==> config.mk <==
export PLATFORM = sky130hd
export DESIGN_NAME = id_stage
export DESIGN_NICKNAME = d
export VERILOG_FILES = /design/src/rtl/id_pkg.sv /design/src/rtl/id_scoreboard.sv /design/src/rtl/id_stage.sv
export SDC_FILE = /design/constraint.sdc
export NUM_CORES = 1
export LEC_CHECK = 0
export BUFFER_PORTS_ARGS = -buffer_cell sky130_fd_sc_hd__buf_2
export CAP_MARGIN = 10
export CORE_ASPECT_RATIO = 0.8
export CORE_MARGIN = 1
export CORE_UTILIZATION = 57
export CTS_BUF_LIST = sky130_fd_sc_hd__clkbuf_2 sky130_fd_sc_hd__clkbuf_4 sky130_fd_sc_hd__clkbuf_8
export DETAILED_ROUTE_END_ITERATION = 8
export PLACE_DENSITY = 0.85
export SLEW_MARGIN = 10
export SYNTH_ARGS = -nofsm -noshare
export SYNTH_HDL_FRONTEND = slang
export SYNTH_HIERARCHICAL = 1
export SYNTH_SLANG_ARGS = --single-unit
export TNS_END_PERCENT = 100
==> constraint.sdc <==
create_clock -name clk -period 9.8 [get_ports clk]
set_clock_uncertainty 0.05 [all_clocks]
set_input_delay 1.47 -clock clk [delete_from_list [all_inputs] [get_ports clk]]
set_output_delay 1.47 -clock clk [all_outputs]
set_load 0.03 [all_outputs]
==> src/rtl/id_pkg.sv <==
// Shared decode definitions for the RV32I decode stage: opcode constants,
// op-class and immediate-format enums, the decoded bundle and pure decode helpers.
package id_pkg;

    localparam logic [6:0] OPC_LUI    = 7'b0110111;
    localparam logic [6:0] OPC_AUIPC  = 7'b0010111;
    localparam logic [6:0] OPC_JAL    = 7'b1101111;
    localparam logic [6:0] OPC_JALR   = 7'b1100111;
    localparam logic [6:0] OPC_BRANCH = 7'b1100011;
    localparam logic [6:0] OPC_LOAD   = 7'b0000011;
    localparam logic [6:0] OPC_STORE  = 7'b0100011;
    localparam logic [6:0] OPC_OPIMM  = 7'b0010011;
    localparam logic [6:0] OPC_OP     = 7'b0110011;
    localparam logic [6:0] OPC_SYSTEM = 7'b1110011;
    localparam logic [6:0] OPC_FENCE  = 7'b0001111;

    // LUI is code 0 so a cleared bundle register reads back as all zeros.
    typedef enum logic [3:0] {
        OC_LUI     = 4'd0,
        OC_AUIPC   = 4'd1,
        OC_JAL     = 4'd2,
        OC_JALR    = 4'd3,
        OC_BRANCH  = 4'd4,
        OC_LOAD    = 4'd5,
        OC_STORE   = 4'd6,
        OC_OPIMM   = 4'd7,
        OC_OP      = 4'd8,
        OC_SYSTEM  = 4'd9,
        OC_FENCE   = 4'd10,
        OC_ILLEGAL = 4'd15
    } opclass_t;

    typedef enum logic [2:0] {
        IMM_NONE = 3'd0,
        IMM_I    = 3'd1,
        IMM_S    = 3'd2,
        IMM_B    = 3'd3,
        IMM_U    = 3'd4,
        IMM_J    = 3'd5
    } imm_fmt_t;

    typedef struct packed {
        opclass_t    opclass;
        logic        uses_rs1;
        logic        uses_rs2;
        logic        rd_we;
        logic        illegal;
        logic [2:0]  funct3;
        logic        funct7b5;
        logic [4:0]  rd;
        logic [31:0] imm;
    } decoded_t;

    // Immediate format implied by the opcode; R-type and unknown opcodes carry none.
    function automatic imm_fmt_t id_fmt(input logic [6:0] opcode);
        imm_fmt_t f;
        case (opcode)
            OPC_LUI, OPC_AUIPC:                     f = IMM_U;
            OPC_JAL:                                f = IMM_J;
            OPC_JALR, OPC_LOAD, OPC_OPIMM,
            OPC_SYSTEM, OPC_FENCE:                  f = IMM_I;
            OPC_BRANCH:                             f = IMM_B;
            OPC_STORE:                              f = IMM_S;
            default:                                f = IMM_NONE;
        endcase
        return f;
    endfunction

    // 32-bit sign-extended immediate for the given format.
    function automatic logic [31:0] id_imm(input logic [31:0] instr, input imm_fmt_t fmt);
        logic [31:0] imm;
        case (fmt)
            IMM_I:   imm = {{20{instr[31]}}, instr[31:20]};
            IMM_S:   imm = {{20{instr[31]}}, instr[31:25], instr[11:7]};
            IMM_B:   imm = {{19{instr[31]}}, instr[31], instr[7], instr[30:25], instr[11:8], 1'b0};
            IMM_U:   imm = {instr[31:12], 12'b0};
            IMM_J:   imm = {{11{instr[31]}}, instr[31], instr[19:12], instr[20], instr[30:21], 1'b0};
            default: imm = 32'b0;
        endcase
        return imm;
    endfunction

    // Full decode of one instruction word into the execute bundle fields.
    function automatic decoded_t id_decode(input logic [31:0] instr);
        decoded_t d;
        d          = '0;
        d.opclass  = OC_ILLEGAL;
        d.funct3   = instr[14:12];
        d.funct7b5 = instr[30];
        d.rd       = instr[11:7];
        case (instr[6:0])
            OPC_LUI:    begin d.opclass = OC_LUI;    d.rd_we = 1'b1; end
            OPC_AUIPC:  begin d.opclass = OC_AUIPC;  d.rd_we = 1'b1; end
            OPC_JAL:    begin d.opclass = OC_JAL;    d.rd_we = 1'b1; end
            OPC_JALR:   begin d.opclass = OC_JALR;   d.uses_rs1 = 1'b1; d.rd_we = 1'b1; end
            OPC_BRANCH: begin d.opclass = OC_BRANCH; d.uses_rs1 = 1'b1; d.uses_rs2 = 1'b1; end
            OPC_LOAD:   begin d.opclass = OC_LOAD;   d.uses_rs1 = 1'b1; d.rd_we = 1'b1; end
            OPC_STORE:  begin d.opclass = OC_STORE;  d.uses_rs1 = 1'b1; d.uses_rs2 = 1'b1; end
            OPC_OPIMM:  begin d.opclass = OC_OPIMM;  d.uses_rs1 = 1'b1; d.rd_we = 1'b1; end
            OPC_OP:     begin d.opclass = OC_OP;     d.uses_rs1 = 1'b1; d.uses_rs2 = 1'b1; d.rd_we = 1'b1; end
            OPC_SYSTEM: d.opclass = OC_SYSTEM;
            OPC_FENCE:  d.opclass = OC_FENCE;
            default:    d.illegal = 1'b1;
        endcase
        d.imm = id_imm(instr, id_fmt(instr[6:0]));
        return d;
    endfunction

endpackage

==> src/rtl/id_scoreboard.sv <==
// Busy scoreboard of in-flight destination registers with the RAW hazard check.
module id_scoreboard
    import id_pkg::*;
#(
    parameter int NREGS = 32
) (
    input  logic             clk,
    input  logic             rst,
    input  logic             flush,
    input  logic [4:0]       rs1,
    input  logic [4:0]       rs2,
    input  logic             uses_rs1,
    input  logic             uses_rs2,
    input  logic             wb_valid,
    input  logic [4:0]       wb_rd,
    input  logic             set_valid,
    input  logic [4:0]       set_rd,
    output logic             hazard,
    output logic [NREGS-1:0] busy
);

    logic [NREGS-1:0] busy_reg;
    logic [NREGS-1:0] busy_next;

    // Hazard looks at the registered busy bits, so a retiring register only
    // unblocks the following cycle.
    assign hazard = (uses_rs1 && busy_reg[rs1] && (rs1 != 5'd0)) ||
                    (uses_rs2 && busy_reg[rs2] && (rs2 != 5'd0));

    // Per-bit update: writeback clears, a new issue sets, and the set wins.
    for (genvar gi = 0; gi < NREGS; gi++) begin : g_busy
        if (gi == 0) begin : g_zero
            assign busy_next[gi] = 1'b0;
        end else begin : g_bit
            assign busy_next[gi] = (set_valid && (set_rd == 5'(gi))) ||
                                   (busy_reg[gi] && !(wb_valid && (wb_rd == 5'(gi))));
        end
    end

    // Busy vector register; reset and flush both empty it.
    always_ff @(posedge clk) begin
        if (rst || flush) begin
            busy_reg <= '0;
        end else begin
            busy_reg <= busy_next;
        end
    end

    assign busy = busy_reg;

endmodule

==> src/rtl/id_stage.sv <==
// RV32I decode stage: drives register-file selects, stalls on RAW hazards
// against the busy scoreboard and registers the decoded bundle for execute.
module id_stage
    import id_pkg::*;
#(
    parameter int WIDTH = 32,
    parameter int NREGS = 32
) (
    input  logic             clk,
    input  logic             rst,
    input  logic             if_valid,
    output logic             if_ready,
    input  logic [31:0]      if_instr,
    input  logic [WIDTH-1:0] if_pc,
    output logic [4:0]       rs1_select,
    output logic [4:0]       rs2_select,
    output logic [4:0]       rd_select,
    output logic             r_enable,
    output logic             ex_valid,
    input  logic             ex_ready,
    output logic [WIDTH-1:0] ex_pc,
    output logic [WIDTH-1:0] ex_imm,
    output logic [3:0]       ex_opclass,
    output logic [2:0]       ex_funct3,
    output logic             ex_funct7b5,
    output logic [4:0]       ex_rd,
    output logic             ex_rd_we,
    output logic             ex_illegal,
    input  logic             wb_valid,
    input  logic [4:0]       wb_rd,
    input  logic             flush
);

    decoded_t         dec;
    logic             hazard;
    logic             fire;
    logic [NREGS-1:0] busy;
    logic [WIDTH-1:0] imm_ext;

    logic             ex_valid_reg;
    logic [WIDTH-1:0] ex_pc_reg;
    logic [WIDTH-1:0] ex_imm_reg;
    opclass_t         ex_opclass_reg;
    logic [2:0]       ex_funct3_reg;
    logic             ex_funct7b5_reg;
    logic [4:0]       ex_rd_reg;
    logic             ex_rd_we_reg;
    logic             ex_illegal_reg;

    assign dec = id_decode(if_instr);

    // Widen the 32-bit decoded immediate to the datapath width.
    if (WIDTH > 32) begin : g_imm_wide
        assign imm_ext = {{(WIDTH-32){dec.imm[31]}}, dec.imm};
    end else begin : g_imm_narrow
        assign imm_ext = dec.imm[WIDTH-1:0];
    end

    // Selects go straight to the register file, which samples them on the
    // same edge that loads the bundle below.
    assign rs1_select = if_instr[19:15];
    assign rs2_select = if_instr[24:20];
    assign rd_select  = if_instr[11:7];

    assign if_ready = !hazard && !flush && (!ex_valid_reg || ex_ready);
    assign fire     = if_valid && if_ready;
    assign r_enable = fire;

    id_scoreboard #(
        .NREGS(NREGS)
    ) u_sb (
        .clk      (clk),
        .rst      (rst),
        .flush    (flush),
        .rs1      (rs1_select),
        .rs2      (rs2_select),
        .uses_rs1 (dec.uses_rs1),
        .uses_rs2 (dec.uses_rs2),
        .wb_valid (wb_valid),
        .wb_rd    (wb_rd),
        .set_valid(fire && dec.rd_we),
        .set_rd   (dec.rd),
        .hazard   (hazard),
        .busy     (busy)
    );

    // Bundle register: load on fire, drain when execute accepts, otherwise hold.
    always_ff @(posedge clk) begin
        if (rst) begin
            ex_valid_reg    <= 1'b0;
            ex_pc_reg       <= '0;
            ex_imm_reg      <= '0;
            ex_opclass_reg  <= OC_LUI;
            ex_funct3_reg   <= '0;
            ex_funct7b5_reg <= 1'b0;
            ex_rd_reg       <= '0;
            ex_rd_we_reg    <= 1'b0;
            ex_illegal_reg  <= 1'b0;
        end else if (flush) begin
            ex_valid_reg <= 1'b0;
        end else if (fire) begin
            ex_valid_reg    <= 1'b1;
            ex_pc_reg       <= if_pc;
            ex_imm_reg      <= imm_ext;
            ex_opclass_reg  <= dec.opclass;
            ex_funct3_reg   <= dec.funct3;
            ex_funct7b5_reg <= dec.funct7b5;
            ex_rd_reg       <= dec.rd;
            ex_rd_we_reg    <= dec.rd_we;
            ex_illegal_reg  <= dec.illegal;
        end else if (ex_ready) begin
            ex_valid_reg <= 1'b0;
        end
    end

    assign ex_valid    = ex_valid_reg;
    assign ex_pc       = ex_pc_reg;
    assign ex_imm      = ex_imm_reg;
    assign ex_opclass  = ex_opclass_reg;
    assign ex_funct3   = ex_funct3_reg;
    assign ex_funct7b5 = ex_funct7b5_reg;
    assign ex_rd       = ex_rd_reg;
    assign ex_rd_we    = ex_rd_we_reg;
    assign ex_illegal  = ex_illegal_reg;

endmodule

# == After elaboration in Yosys (flattened, before gate mapping) ==
# Index checks and enable logic that the tools add are counted.
# totals
regBits,112
input_bits,75
output_inout_bits,97
wordCells,285
# op_classes
n_lt_le_gt_ge,2
eq_ne,78
mux,13
bitwise,1
n_reduce_logical,180
# ops
op,count
$eq A5 B5 Y1 const B,32
$pmux W32 S5,1
$logic_and A1 B1 Y1,101
$eq A5 B4 Y1 const B,16
$pmux W4 S11,1
$eq A5 B3 Y1 const B,8
$logic_not A1 Y1,34
$logic_or A1 B1 Y1,34
$eq A7 B7 Y1 const B,4
$eq A7 B6 Y1 const B,3
$eq A5 B2 Y1 const B,4
$pmux W3 S5,1
$eq A7 B5 Y1 const B,2
$lt A5 B6 Y1 const B,2
$reduce_or A11 Y1,1
$bmux W1 S5,2
$eq A5 B1 Y1 const B,2
$reduce_bool A5 Y1,2
$mux W1,8
$eq A7 B2 Y1 const B,1
$eq A7 B4 Y1 const B,1
$reduce_or A7 Y1,1
$eq A3 B2 Y1 const B,2
$eq A3 B3 Y1 const B,2
other kinds (8),9

# == Logic depth before layout (Yosys ltp) ==
# depth
word_depth,13
depth_mapped,18
mapped_depth_nobuf,15

# == Hierarchy ==
# The synthesis kept the hierarchy.
# by_module_without_submodules
mod,n_inst,cells_each,area_per_inst_um2,seq_area_each_um2
id_stage,1,395,3403.3,1601.5
id_scoreboard,1,230,1881.8,620.6

# == Worst setup path before layout ==
# OpenSTA, ideal clock, no wires.
# synth_path
path_kind,input-to-output
start,in if_instr[6]
end,out r_enable
arrival_time_ns,4.349
required_time_ns,8.280
slack_ns,3.931
path_stages,14
path_buffers,3
cell_sequence,clkbuf_1 -> clkbuf_1 -> nor2_1 -> a21oi_1 -> nor3_1 -> nor3b_1 -> o211ai_1 -> o2111ai_1 -> or4_1 -> nor2_1 -> and2_1 -> nand2_1 -> inv_1 -> buf_1
# synth_lines
item,line_no,text
from (decl),id_stage.sv:13,"input logic [31:0] if_instr,"
to (decl),id_stage.sv:18,"output logic r_enable,"

==> impl_metrics.sql <==
INSERT INTO impl_metrics (metric_group, metric, value, unit) VALUES
('sta', 'setup_violations', '0', ''),
('drt', 'm1WireLength', '6280', 'µm'),
('place', 'numPlacedInstances', '847', ''),
('clock_tree', 'htree_levels', '3', ''),
('drt', 'top_sig_layer', 'met4', ''),
('global_routing', 'overall_fraction_of_global_route_tracks_in_use', '31.9', '%'),
('final_layout', 'share_of_final_layout_standard_cells_stronger_than_drive_strength_1', '29.4', '%'),
('clock_tree', 'cts_resized', '0', ''),
('clock_tree', 'worst_setup_hold_path_clk_slew', '120', 'ps'),
('critical_path', 'critical_path_required', '8280', 'ps'),
('power', 'ir_worst_vdd', '0.0000803', 'V'),
('sta', 'number_of_max_slew_violations_in_the_final_report', '0', ''),
('drt', 'vias_per_cell', '6.21', ''),
('drt', 'route.detailed.wl_per_inst', '17.9', 'µm'),
('floorplan', 'row_count', '30', ''),
('final_layout', 'filler_cell_count', '676', ''),
('synthesis', 'synthesis.yosys.warnings', '6', ''),
('critical_path', 'timing_worst_setup_path_type', 'input pin to output pin', ''),
('critical_path', 'rr_startpoint', 'u_sb/busy[6]', ''),
('place', 'place.detailed.hpwl', '11200', 'µm'),
('power', 'power.leakage', '2.57', 'nW'),
('sta', 'min_period_over_period', '64.3', '%'),
('clock_tree', 'number_of_buffers_added_for_setup_after_cts', '0', ''),
('sta', 'worst-slew-pin-transition', '1050', 'ps'),
('final_layout', 'area_delta_synth_final', '17.1', '%'),
('clock_tree', 'worst_skew_late_latency', '380', 'ps'),
('drt', 'routed-via-count', '5359', ''),
('synthesis', 'syn-cell-area', '0.00527', 'mm²'),
('place', 'portBuffers', '171', ''),
('drt', 'drt_first_pass_iters', '6', ''),
('sta', 'worst_slew_margin_rel', '29.9', '%'),
('global_routing', 'antenna_found_initial', '0', ''),
('critical_path', 'capturing_element_type_of_the_critical_path', 'output pin', ''),
('critical_path', 'worst_setup_path_startpoint', 'if_instr[1]', ''),
('final_layout', 'design.final.nets', '821', ''),
('final_layout', 'antenna-diode-count', '0', ''),
('drt', 'drt_iter0_drc', '525', ''),
('floorplan', 'die-area', '0.00964', 'mm²'),
('final_layout', 'instances_no_fill', '863', ''),
('floorplan', 'chipHeight', '88.0', 'µm'),
('floorplan', 'die-width', '110', 'µm'),
('critical_path', 'setup.worst_path.start_class', 'input pin', ''),
('drt', 'wl_met3', '1640', 'µm'),
('sta', 'grt_setup_unrepaired', 'false', ''),
('clock_tree', 'ctsHoldBuffers', '0', ''),
('floorplan', 'ioPinCount', '172', ''),
('global_routing', 'grt_max_degree', '60', ''),
('clock_tree', 'cts_root_buffer_type', 'sky130_fd_sc_hd__clkbuf_8', ''),
('critical_path', 'critical_path.max_fanout', '52', ''),
('floorplan', 'initial_utilization', '60.6', '%'),
('sta', 'fin_crit', '6300', 'ps'),
('global_routing', 'vias_in_the_first_global_route', '4809', ''),
('place', 'globalplace.congestion', '0.971', ''),
('sta', 'max_freq', '0.159', 'GHz'),
('clock_tree', 'clock_path_buffers', '2', ''),
('drt', 'route.met2.wl', '7050', 'µm'),
('final_layout', 'finalCoreUtilization', '70.9', '%'),
('drt', 'remaining_drc_errors', '0', ''),
('floorplan', 'core_region_area', '0.00871', 'mm²'),
('sta', 'setup_tns', '0', 'ps'),
('synthesis', 'synth.avg_cell_area', '8.47', 'µm²'),
('global_routing', 'grt_pass1_wl', '23600', 'µm'),
('clock_tree', 'cts-buffers-inserted', '9', ''),
('critical_path', 'cp_data_arrival_time', '4780', 'ps'),
('synthesis', 'syn_inst_count', '623', ''),
('drt', 'routed_wirelength', '15400', 'µm'),
('run_status', 'status', 'finished clean', ''),
('sta', 'timing.final.hold_violations', '0', ''),
('run', 'cap_viol_max_count', '0', ''),
('hold_path', 'hold_path_class', 'flip-flop to flip-flop', ''),
('clock_tree', 'tritoncts_num_sinks', '111', ''),
('global_routing', 'grt.overflow.total', '0', ''),
('power', 'power-per-cell-area', '143', 'mW/mm²'),
('clock_tree', 'cts_tree', 'done', ''),
('synthesis', 'syn_nets', '698', ''),
('drt', 'final_antenna_net_count', '0', ''),
('hold_path', 'timing.hold.worst.start', 'ex_funct3[2]', '');
-- final cells by class --
type                    instances  area (µm²)  area share, %
multi-input cells             448        2720           44.1
well taps                     112         140           2.27
flip-flops and latches        111        2220           36.0
clock buffers                   9         124           2.01
clock inverters                 7        88.8           1.44
repair buffers                172         863           14.0
inverters                       4        15.0          0.243
-- critical path, stage by stage --
cell and delay [ps]:
sky130_fd_sc_hd__buf_2 80, sky130_fd_sc_hd__and2_1 530, sky130_fd_sc_hd__nand2_1 160, sky130_fd_sc_hd__a211oi_1 510
sky130_fd_sc_hd__nand2_1 100, sky130_fd_sc_hd__or3_1 360, sky130_fd_sc_hd__o2111ai_1 100, sky130_fd_sc_hd__or4_1 150
sky130_fd_sc_hd__nor2_1 60, sky130_fd_sc_hd__and2_1 170, sky130_fd_sc_hd__nand2_2 700, sky130_fd_sc_hd__inv_1 150
sky130_fd_sc_hd__buf_2 230
-- placed cells by master (no fill, tap or decap), drive strengths merged, types with 7 or more instances in the layout --
| cell type | n |
|---|---|
| a22o | 18 |
| mux4 | 11 |
| nand3b | 8 |
| nand3 | 7 |
| inv | 9 |
| a21oi | 82 |
| dfxtp | 111 |
| nand2b | 10 |
| mux2i | 11 |
| clkbuf | 9 |
| nor2 | 31 |
| a31o | 8 |
| nand2 | 132 |
| o21ai | 40 |
| a221o | 11 |
| buf | 172 |
| nor3 | 9 |
-- power by group --
part / total (W) / internal, W / switching [W]
logic: 0.000132 / 0.0000395 / 0.0000926
clock network: 0.000288 / 0.000106 / 0.000182
registers: 0.000466 / 0.000461 / 0.00000480
total: 0.000886 / 0.000606 / 0.000279
-- metal layers --
layer / up-vias / GRT usage (%)
met5: - / 0
met4: 0 / 13.0
met3: 56 / 7.51
met2: 346 / 49.1
met1: 2505 / 43.5
li1: 2452 / -
-- path summary, 6_finish.rpt --
check,end,slack (ps),depth (start not counted)
max reg2reg,ex_imm[22],5090,13
max,r_enable,3500,13
min,ex_funct3[2],410,2
min reg2reg,ex_funct3[2],410,2
-- metrics by stage --
step | power, W | worst slack (ps) | area (µm²) | hold slack, ps
after CTS | 0.000889 | 3590 | 6170 | 412
after detailed placement | 0.000606 | 3640 | 5960 | 394
after global placement | 0.000602 | 3770 | 5960 | 390
after floorplan | 0.000564 | 3930 | 5270 | 409
final | 0.000886 | 3500 | 6170 | 408
after global routing | 0.000919 | 3330 | 6170 | 435
Power figures use the tool's default switching activity.
